<file path="src/rtl/ioblock_cfg_pkg.sv">
// Shared types and constants for the I/O-block configuration chain loader.
// Word layout: [2:1] TSMUX, [0] DORREG.
package ioblock_cfg_pkg;

  typedef enum logic [1:0] {
    StIdle,
    StFetch,
    StShift,
    StUpdate
  } cfg_state_e;

  localparam int unsigned CFG_W_DEF  = 3;

  localparam int unsigned TSMUX_MSB  = 2;
  localparam int unsigned TSMUX_LSB  = 1;
  localparam int unsigned DORREG_BIT = 0;

  // TSMUX: 00 high-Z, 01 TS-gated drive, 1x always drive
  localparam logic [1:0] TSMUX_HIZ    = 2'b00;
  localparam logic [1:0] TSMUX_TSGATE = 2'b01;
  localparam logic [1:0] TSMUX_DRIVE  = 2'b10;

endpackage

</file>
<file path="src/rtl/ioblock_cfg_ctrl_if.sv">
// Host handshake and chain-side signals of the configuration loader.
interface ioblock_cfg_ctrl_if #(
  parameter int unsigned CFG_W = ioblock_cfg_pkg::CFG_W_DEF
);
  logic             START;
  logic             ABORT;
  logic [CFG_W-1:0] CFG_DATA;
  logic             CFG_VALID;
  logic             CFG_READY;
  logic             CFG_SOUT;
  logic             CFG_SEN;
  logic             CFG_UPD;
  logic             BUSY;
  logic             DONE;
  logic             ERR;

  modport master (
    output START, ABORT, CFG_DATA, CFG_VALID,
    input  CFG_READY, CFG_SOUT, CFG_SEN, CFG_UPD, BUSY, DONE, ERR
  );

  modport slave (
    input  START, ABORT, CFG_DATA, CFG_VALID,
    output CFG_READY, CFG_SOUT, CFG_SEN, CFG_UPD, BUSY, DONE, ERR
  );
endinterface

</file>
<file path="src/rtl/ioblock_cfg_shifter.sv">
// Parallel-load, MSB-first shift register with a down-counting bit index.
// o_last_bit is high while the final bit of the word is on o_sout.
module ioblock_cfg_shifter #(
  parameter int unsigned CFG_W = 3
) (
  input  logic             IOCLK,
  input  logic             RST_N,
  input  logic             i_load,
  input  logic             i_shift,
  input  logic [CFG_W-1:0] i_data,
  output logic             o_sout,
  output logic             o_last_bit
);
  localparam int unsigned     BitW    = (CFG_W > 1) ? $clog2(CFG_W) : 1;
  localparam logic [BitW-1:0] LastIdx = BitW'(CFG_W - 1);

  logic [CFG_W-1:0] r_shreg;
  logic [BitW-1:0]  r_bit_cnt;

  always_ff @(posedge IOCLK or negedge RST_N) begin
    if (!RST_N) begin
      r_shreg   <= '0;
      r_bit_cnt <= '0;
    end else if (i_load) begin
      r_shreg   <= i_data;
      r_bit_cnt <= LastIdx;
    end else if (i_shift) begin
      r_shreg <= r_shreg << 1;
      if (r_bit_cnt != '0) begin
        r_bit_cnt <= r_bit_cnt - 1'b1;
      end
    end
  end

  assign o_sout     = r_shreg[CFG_W-1];
  assign o_last_bit = (r_bit_cnt == '0);

endmodule

</file>
<file path="src/rtl/ioblock_cfg_ctrl.sv">
// Serial configuration loader: fetches one word per I/O block, shifts it onto
// the chain MSB-first and strobes a global update once all blocks are loaded.
module ioblock_cfg_ctrl
  import ioblock_cfg_pkg::*;
#(
  parameter int unsigned NUM_IOB = 32,
  parameter int unsigned CFG_W   = CFG_W_DEF
) (
  input logic               IOCLK,
  input logic               RST_N,
  ioblock_cfg_ctrl_if.slave bus
);
  localparam int unsigned      CNT_W    = (NUM_IOB > 1) ? $clog2(NUM_IOB) : 1;
  localparam logic [CNT_W-1:0] LastWord = CNT_W'(NUM_IOB - 1);

  cfg_state_e       r_state, w_state_next;
  logic [CNT_W-1:0] r_word_cnt, w_word_cnt_next;
  logic             r_err, w_err_next;
  logic             w_load, w_shift, w_sout, w_last_bit;

  ioblock_cfg_shifter #(
    .CFG_W (CFG_W)
  ) u_shifter (
    .IOCLK      (IOCLK),
    .RST_N      (RST_N),
    .i_load     (w_load),
    .i_shift    (w_shift),
    .i_data     (bus.CFG_DATA),
    .o_sout     (w_sout),
    .o_last_bit (w_last_bit)
  );

  always_ff @(posedge IOCLK or negedge RST_N) begin
    if (!RST_N) begin
      r_state    <= StIdle;
      r_word_cnt <= '0;
      r_err      <= 1'b0;
    end else begin
      r_state    <= w_state_next;
      r_word_cnt <= w_word_cnt_next;
      r_err      <= w_err_next;
    end
  end

  always_comb begin
    w_state_next    = r_state;
    w_word_cnt_next = r_word_cnt;
    w_err_next      = r_err;
    w_load          = 1'b0;
    w_shift         = 1'b0;
    // Abort beats any handshake; a word offered in the same cycle is dropped.
    if (r_state != StIdle && bus.ABORT) begin
      w_state_next = StIdle;
      w_err_next   = 1'b1;
    end else begin
      unique case (r_state)
        StIdle: begin
          if (bus.START) begin
            w_state_next    = StFetch;
            w_word_cnt_next = '0;
            w_err_next      = 1'b0;
          end
        end
        StFetch: begin
          if (bus.CFG_VALID) begin
            w_load       = 1'b1;
            w_state_next = StShift;
          end
        end
        StShift: begin
          w_shift = 1'b1;
          if (w_last_bit) begin
            if (r_word_cnt == LastWord) begin
              w_state_next = StUpdate;
            end else begin
              w_word_cnt_next = r_word_cnt + 1'b1;
              w_state_next    = StFetch;
            end
          end
        end
        StUpdate: begin
          w_state_next = StIdle;
        end
        default: begin
          w_state_next = StIdle;
        end
      endcase
    end
  end

  assign bus.CFG_READY = (r_state == StFetch);
  assign bus.CFG_SEN   = (r_state == StShift);
  assign bus.CFG_SOUT  = (r_state == StShift) & w_sout;
  assign bus.CFG_UPD   = (r_state == StUpdate);
  assign bus.DONE      = (r_state == StUpdate);
  assign bus.BUSY      = (r_state != StIdle);
  assign bus.ERR       = r_err;

endmodule

</file>
<file path="src/flat_wrapper.sv">
// flat-port wrapper written by rule: the top's interface ports become plain ports
module ioblock_cfg_ctrl_flat import ioblock_cfg_pkg::*;
#(
  parameter int unsigned NUM_IOB = 32,
  parameter int unsigned CFG_W   = CFG_W_DEF
)
  (IOCLK, RST_N, bus_START, bus_ABORT, bus_CFG_DATA, bus_CFG_VALID, bus_CFG_READY, bus_CFG_SOUT, bus_CFG_SEN, bus_CFG_UPD, bus_BUSY, bus_DONE, bus_ERR);
  ioblock_cfg_ctrl_if #(.CFG_W(CFG_W)) bus_i ();
  input logic IOCLK;
  input logic RST_N;
  input wire logic [$bits(bus_i.START)-1:0] bus_START;
  input wire logic [$bits(bus_i.ABORT)-1:0] bus_ABORT;
  input wire logic [$bits(bus_i.CFG_DATA)-1:0] bus_CFG_DATA;
  input wire logic [$bits(bus_i.CFG_VALID)-1:0] bus_CFG_VALID;
  output wire logic [$bits(bus_i.CFG_READY)-1:0] bus_CFG_READY;
  output wire logic [$bits(bus_i.CFG_SOUT)-1:0] bus_CFG_SOUT;
  output wire logic [$bits(bus_i.CFG_SEN)-1:0] bus_CFG_SEN;
  output wire logic [$bits(bus_i.CFG_UPD)-1:0] bus_CFG_UPD;
  output wire logic [$bits(bus_i.BUSY)-1:0] bus_BUSY;
  output wire logic [$bits(bus_i.DONE)-1:0] bus_DONE;
  output wire logic [$bits(bus_i.ERR)-1:0] bus_ERR;
  assign bus_i.START = bus_START;
  assign bus_i.ABORT = bus_ABORT;
  assign bus_i.CFG_DATA = bus_CFG_DATA;
  assign bus_i.CFG_VALID = bus_CFG_VALID;
  assign bus_CFG_READY = bus_i.CFG_READY;
  assign bus_CFG_SOUT = bus_i.CFG_SOUT;
  assign bus_CFG_SEN = bus_i.CFG_SEN;
  assign bus_CFG_UPD = bus_i.CFG_UPD;
  assign bus_BUSY = bus_i.BUSY;
  assign bus_DONE = bus_i.DONE;
  assign bus_ERR = bus_i.ERR;
  ioblock_cfg_ctrl #(.NUM_IOB(NUM_IOB), .CFG_W(CFG_W)) u_core (.IOCLK(IOCLK), .RST_N(RST_N), .bus(bus_i));
endmodule
</file>
<file path="config.mk">
export PLATFORM = sky130hd
export DESIGN_NAME = ioblock_cfg_ctrl_flat
export DESIGN_NICKNAME = d
export VERILOG_FILES = /design/src/rtl/ioblock_cfg_pkg.sv /design/src/rtl/ioblock_cfg_ctrl_if.sv /design/src/rtl/ioblock_cfg_shifter.sv /design/src/rtl/ioblock_cfg_ctrl.sv /design/src/flat_wrapper.sv
export SDC_FILE = /design/constraint.sdc
export NUM_CORES = 1
export LEC_CHECK = 0
export BUFFER_PORTS_ARGS = -buffer_cell sky130_fd_sc_hd__buf_2
export CORE_UTILIZATION = 37
export CTS_CLUSTER_DIAMETER = 150
export DETAILED_ROUTE_END_ITERATION = 16
export HOLD_SLACK_MARGIN = 0.15
export PLACE_DENSITY_LB_ADDON = 0.15
export SLEW_MARGIN = 20
export SYNTH_ARGS = -nofsm -noshare
export SYNTH_HDL_FRONTEND = slang
export SYNTH_SLANG_ARGS = --single-unit
</file>
<file path="constraint.sdc">
create_clock -name IOCLK -period 3.35 [get_ports IOCLK]
set_clock_uncertainty 0.1 [all_clocks]
set_input_delay 0.67 -clock IOCLK [delete_from_list [all_inputs] [get_ports IOCLK]]
set_output_delay 0.67 -clock IOCLK [all_outputs]
set_load 0.01 [all_outputs]
</file>
==> results of run 1 <==
cell families after synthesis:
logic type / share of synthesized area
muxes: 0.06426
buffers and inverters: 0.1019
adders and majority gates: 0.04703
xor gates and xnor gates: 0.01097
AOI/OAI and AO/OA: 0.1223
and+or+nand+nor: 0.2461
DFF: 0.4075
state kept, by name (all words and copies together), names as in the netlist:
register / count
u_core.u_shifter.r_shreg: 3
u_core.u_shifter.r_bit_cnt: 2
u_core.r_state: 2
u_core.bus.ERR: 1
u_core.r_word_cnt: 5
synthesized netlist by cell type, drive strengths merged:
cell type   n
nand2       7
nand2b      2
mux2i       4
nand3       2
or3         1
buf         5
xnor2       1
ha          3
nor4bb      1
mux2        1
o21ai       4
nor2b       1
dfrtp      13
or3b        1
a21oi       4
o32ai       1
o21bai      1
nand4bb     1
inv        11
o211ai      1
or4         1
and2        2
nor3        2
nor4        1
nor4b       1
nor2        5
a32oi       1
a221oi      1
critical path: cells and delay by family (launching register included):
family / cells / cell delay [ns]
DFF: 1 / 0.58
buffers and inverters: 2 / 0.21
and+or+nand+nor: 2 / 0.39
per-layer routing:
layer / wire length, µm / share of wire / up-vias
met5: 0 / 0 / -
met4: 22 / 0.015 / 0
li1: - / - / 301
met1: 736 / 0.50 / 270
met3: 52 / 0.035 / 5
met2: 657 / 0.45 / 11
worst paths after layout:
path                                             startpoint  slack (ns)  cells past startpoint                     endpoint
worst max-delay path                      u_core.r_state[0]        1.11                      4                 bus_CFG_SOUT
worst min-delay path                                  RST_N        0.16                      1               u_core.bus.ERR
worst max register to register         u_core.r_word_cnt[0]        1.32                      7         u_core.r_word_cnt[0]
worst min register to register  u_core.u_shifter.r_shreg[2]        0.43                      2  u_core.u_shifter.r_shreg[2]
max in group asynchronous                             RST_N        2.75                      1         u_core.r_word_cnt[1]
min in group IOCLK              u_core.u_shifter.r_shreg[2]        0.43                      2  u_core.u_shifter.r_shreg[2]
stage by stage:
step | power [mW] | std cells
after global placement | 0.3617 | 116
after detailed placement | 0.3645 | 116
after floorplan | 0.3298 | 79
final | 0.4602 | 120
after global routing | 0.4925 | 120
after CTS | 0.4680 | 120
power groups by stage:
stage	combinational, mW	sequential (mW)	clock (mW)
floorplan	0.118	0.212	0
global placement	0.139	0.223	0
detailed placement	0.141	0.224	0
CTS	0.141	0.221	0.106
global route	0.154	0.224	0.114
finish	0.139	0.220	0.101
layout by cell type (no fill, tap or decap), types with 2 or more instances in the layout:
cell and instances:
dfrtp_1 13, o21ai_1 4, and2_1 2, nand3_1 2, nand2_1 7, ha_1 3
a21oi_1 3, nor2_1 5, buf_2 14, inv_1 10, mux2i_1 4, clkbuf_4 3
cell type report:
class	instances	area share
Timing Repair Buffer	15	0.08647
Sequential cell	13	0.3626
Multi-Input combinational cell	50	0.4365
Tap cell	27	0.03766
Inverter	11	0.04603
Clock inverter	1	0.005579
Clock buffer	3	0.02510
==> impl_metrics.toml, run 1 <==
[route]
wl_per_cell_um = 12.24
drc = 0
wl_um = 1469
first_pass_iters = 4
initialDrtViolationCount = 4
num_vias = 587
postRouteAntennaNets = 0
viasPerCell = 4.892

[die]
fp.dieH_um = 48.45
dieWidth_um = 48.45
core_um2 = 2002
fp-row-count = 16
top_level_ports = 15
initial_core_util = 0.3988
die-area_um2 = 2347

[logic_synthesis]
avgSynthCellArea_um2 = 10.10
ys_warn_count = 0
ys_ff_latch = 13
syn_nets = 90
synth_top_cell_area_share = 0.4075
yosysUniqueCellTypes = 34
yosysSeqAreaShare = 0.4075
synthTopCellsByArea = "dfrtp_1 (41%), mux2i_1 (5.0%), ha_1 (4.7%)"
synth_area_leader_cell = "dfrtp_1"
synthCells = 79
synth.cell_area_um2 = 798.3

[finish]
drive_above_1_share = 0.3011
n_fill_cell = 209
stdcell_area_um2 = 897.1
syn2layout_area_growth_pct = 12.38
diodes = 0
register_area_um2 = 325.3
multi_input_area_um2 = 391.6
nets = 105
final_util = 0.4481

[critical_path]
crit_slowest_cell = "dfrtp_1"
crit_type = "flop to primary output"
critical_path.max_stage_delay_ns = 0.58
critPathArrivalTime_ns = 1.47
required_ns = 2.58
critPathCaptureType = "primary output"
crit_chain = "nand2b_4 -> inv_2 -> and2_1 -> buf_2"
start_kind = "flop"
crit_fanout = 10

[place]
preCtsSetupSlack_ns = 1.308
dp_hpwl_um = 1074
numPortBuffers = 14
gp_congestion = 0.7285
postPlaceCellArea_um2 = 869.6

[clock_network]
cts-root-buf = "clkbuf_4"
numCtsBuffers = 3
cts_buffer_depth = 2
hold_buffers = 0
postCtsSetupBuffers = 0
clk_pin_slew_ns = 0.09
clk_latency_ns = 0.28
tritoncts = "yes"
cts_resized = 0
cts.sinks = 13
htree_levels = 1

[sta]
tightest_slew_ns = 0.4128
timing.final.ws_setup_ns = 1.114
hold_slack_ns = 0.1596
hold_violations = 0
min_period_ns = 2.236
slew_headroom = 0.7248
period_share = 0.6674
timing.setup.tns_ns = 0
fmax_mhz = 447.3
finalSetupViolations = 0
rsz0062_at_grt = "no"
report.final.slew_viol_count = 0

[grt]
antenna_found_initial = 0
grt_overflow_total = 0
met3_usage = 0.06604
grt_util_met2 = 0.2324
grt.busiest_layer = "met2"
groute.layer.met1.usage = 0.1627
grt_util_all_layers = 0.1432
grt_max_degree = 14
grt_pass1_vias = 555
grt_pass1_wl_um = 2477

[flow_run]
maxCapViolCount = 0

[status]
outcome = "completed"

[pwr]
p_leak_nw = 0.4310
combPwrFrac = 0.301
seqPwrFrac = 0.478
p_switching_mw = 0.1604
switching_share = 0.3486
powerDensity_nw_per_um2 = 513.0
peakVddDrop_mv = 0.2206
intPower_mw = 0.2998
pwr-share-clk = 0.220

[hold_path]
worstHoldPathType = "input pin to asynchronous set/reset pin"
No activity file was read; power rests on OpenSTA's default activity.
==> run 2: changes to the inputs <==
--- a/config.mk
+++ b/config.mk
@@ -5,6 +5,7 @@
 export SDC_FILE = /design/constraint.sdc
 export NUM_CORES = 1
 export LEC_CHECK = 0
+export ABC_AREA = 1
 export BUFFER_PORTS_ARGS = -buffer_cell sky130_fd_sc_hd__buf_2
 export CORE_UTILIZATION = 37
 export CTS_CLUSTER_DIAMETER = 150
==> constraint.sdc (replaced) <==
create_clock -name IOCLK -period 2.1 [get_ports IOCLK]
set_clock_uncertainty 0.1 [all_clocks]
set_input_delay 0.42 -clock IOCLK [delete_from_list [all_inputs] [get_ports IOCLK]]
set_output_delay 0.42 -clock IOCLK [all_outputs]
set_load 0.01 [all_outputs]
==> impl_metrics.toml, run 2 <==
[route]
viasPerCell = 4.428
wl_per_cell_um = 10.14
num_vias = 704
wl_um = 1612
drc = 0
postRouteAntennaNets = 0
first_pass_iters = 4
initialDrtViolationCount = 5

[logic_synthesis]
async_flop_share = 1.000
synth.cell_area_um2 = 840.8
yosys.cell_count.top_type = "nand2_1"
yosysUniqueCellTypes = 18
synthTopCellsByArea = "dfrtp_1 (39%), nand2_1 (19%), nor2_1 (6.3%)"
synth-main-ff-cell = "dfrtp_1"
yosysSeqAreaShare = 0.3869
synth_area_leader_cell = "dfrtp_1"
ys_warn_count = 0
synth_top_cell_area_share = 0.3869
synth_enable_flop_cells = 0
avgSynthCellArea_um2 = 7.311
ys_ff_latch = 13
synthCells = 115
synthTopCellsByCount = "nand2_1 (43), nor2_1 (14), dfrtp_1 (13), inv_1 (13), nand3_1 (6)"
syn_nets = 126

[clock_network]
htree_levels = 1
cts_buffer_depth = 2
hold_buffers = 1
tritoncts = "yes"
cts.sinks = 13
clk_latency_ns = 0.27
clk_pin_slew_ns = 0.09
cts_resized = 0
numCtsBuffers = 3
cts-root-buf = "clkbuf_4"
postCtsSetupBuffers = 0

[critical_path]
critical_path.max_stage_delay_ns = 0.61
reg2reg_depth = 8
reg2reg_from = "u_core.r_word_cnt[0]"
r2r_end = "u_core.r_word_cnt[0]"
required_ns = 1.58
critPathLaunch = "u_core.r_state[1]"
regToRegSetupSlack_ns = 0.54
crit_type = "flop to primary output"
crit_slowest_cell = "dfrtp_1"
start_kind = "flop"
crit_chain = "nand2_1 -> nor2_1 -> buf_2"
critPathCaptureType = "primary output"
crit_fanout = 8
critPathArrivalTime_ns = 1.36
cp-endpoint = "bus_CFG_SOUT"

[die]
initial_core_util = 0.4118
dieWidth_um = 49.67
fp-row-count = 16
core_um2 = 2042
fp.dieH_um = 49.67
top_level_ports = 15
die-area_um2 = 2467

[finish]
final_cells = 159
n_fill_cell = 231
top_register = "u_core.r_word_cnt"
final_cell_mix = "nand2_1 (43), nor2_1 (14), buf_2 (14), inv_1 (13), dfrtp_1 (13)"
syn2layout_area_growth_pct = 14.43
top_regs = "u_core.r_word_cnt x5, u_core.u_shifter.r_shreg x3"
stdcell_area_um2 = 962.2
final_common_cell = "nand2_1"
diodes = 0
largest_register_ffs = 5
drive_above_1_share = 0.2348
nets = 144

[place]
numPortBuffers = 14
gp_congestion = 0.7849
dp.cells = 154
postPlaceCellArea_um2 = 925.9
dp_hpwl_um = 1241

[sta]
timing.setup.tns_ns = 0
rsz0062_at_grt = "no"
slew_headroom = 0.7194
hold_violations = 0
min_period_ns = 1.883
fmax_mhz = 531.1
hold_slack_ns = 0.2377
finalSetupViolations = 0
period_share = 0.8966
report.final.slew_viol_count = 0
tightest_slew_ns = 0.4209

[grt]
grt_pass1_vias = 715
grt_max_degree = 14
grt_overflow_total = 0
grt_util_all_layers = 0.1669
grt_pass1_wl_um = 3077
antenna_found_initial = 0

[pwr]
powerDensity_nw_per_um2 = 1174
p_leak_nw = 0.5375
peakVddDrop_mv = 0.5811

[hold_path]
worstHoldPathType = "input pin to flop"

[flow_run]
maxCapViolCount = 0

[status]
outcome = "completed"
run 2: cell count changes after synthesis, sizes merged, moves of 3 or more:
cell,delta
buf,-3
nand2,+40
mux2i,-4
inv,+5
nor2,+13
nand3,+7
run 2: report_power, final:
| group | total (mW) | leakage (nW) | internal (mW) | switching, mW |
|---|---|---|---|---|
| Clock | 0.157 | 0.0150 | 0.0735 | 0.0831 |
| Sequential | 0.418 | 0.167 | 0.335 | 0.0836 |
| Combinational | 0.555 | 0.356 | 0.196 | 0.358 |
| Total | 1.13 | 0.538 | 0.605 | 0.525 |
run 2: stage by stage:
stage / setup slack [ns] / total power, mW / util
floorplan: 0.6497 / 0.8605 / -
global placement: 0.5119 / 0.9760 / 0.4534
detailed placement: 0.5138 / 0.9808 / 0.4534
CTS: 0.2068 / 1.143 / 0.4712
global route: 0.1055 / 1.244 / 0.4712
finish: 0.2172 / 1.130 / 0.4712
run 2: final cells by class:
| type | instances | area (µm²) | share of cell area |
|---|---|---|---|
| Multi-Input combinational cell | 84 | 434.2 | 0.4512 |
| Inverter | 16 | 62.56 | 0.06502 |
| Timing Repair Buffer | 15 | 80.08 | 0.08322 |
| Tap cell | 27 | 33.78 | 0.03511 |
| Sequential cell | 13 | 325.3 | 0.3381 |
| Clock buffer | 4 | 26.28 | 0.02731 |
run 2: worst min-delay path by stage:
stage	start	to	slack, ns	depth (start not counted)
after floorplan	RST_N	u_core.bus.ERR	0.02	0
after global placement	RST_N	u_core.u_shifter.r_shreg[0]	0.23	1
after detailed placement	RST_N	u_core.u_shifter.r_shreg[0]	0.24	1
after CTS	bus_START	u_core.bus.ERR	0.23	2
after global routing	bus_START	u_core.bus.ERR	0.24	2
final	bus_START	u_core.bus.ERR	0.24	2
run 2: critical path, delay by kind of cell, from the launching register on:
kind / cells / cell delay (ns)
buffers and inverters: 1 / 0.14
and+or+nand+nor: 2 / 0.36
DFF: 1 / 0.61
run 2: layer usage:
| metal | share of wire | GRT usage |
|---|---|---|
| met2 | 0.42 | 0.2613 |
| met1 | 0.54 | 0.2288 |
| met4 | 0.0087 | 0.07143 |
| met3 | 0.034 | 0.02160 |
| met5 | 0 | 0 |
run 2: cells by family after synthesis:
family,Yosys count,share of synthesized area
simple gates,75,0.4360
fa+ha+maj,3,0.04465
buf+inv,18,0.09674
flops,13,0.3869
compound gates,6,0.03570
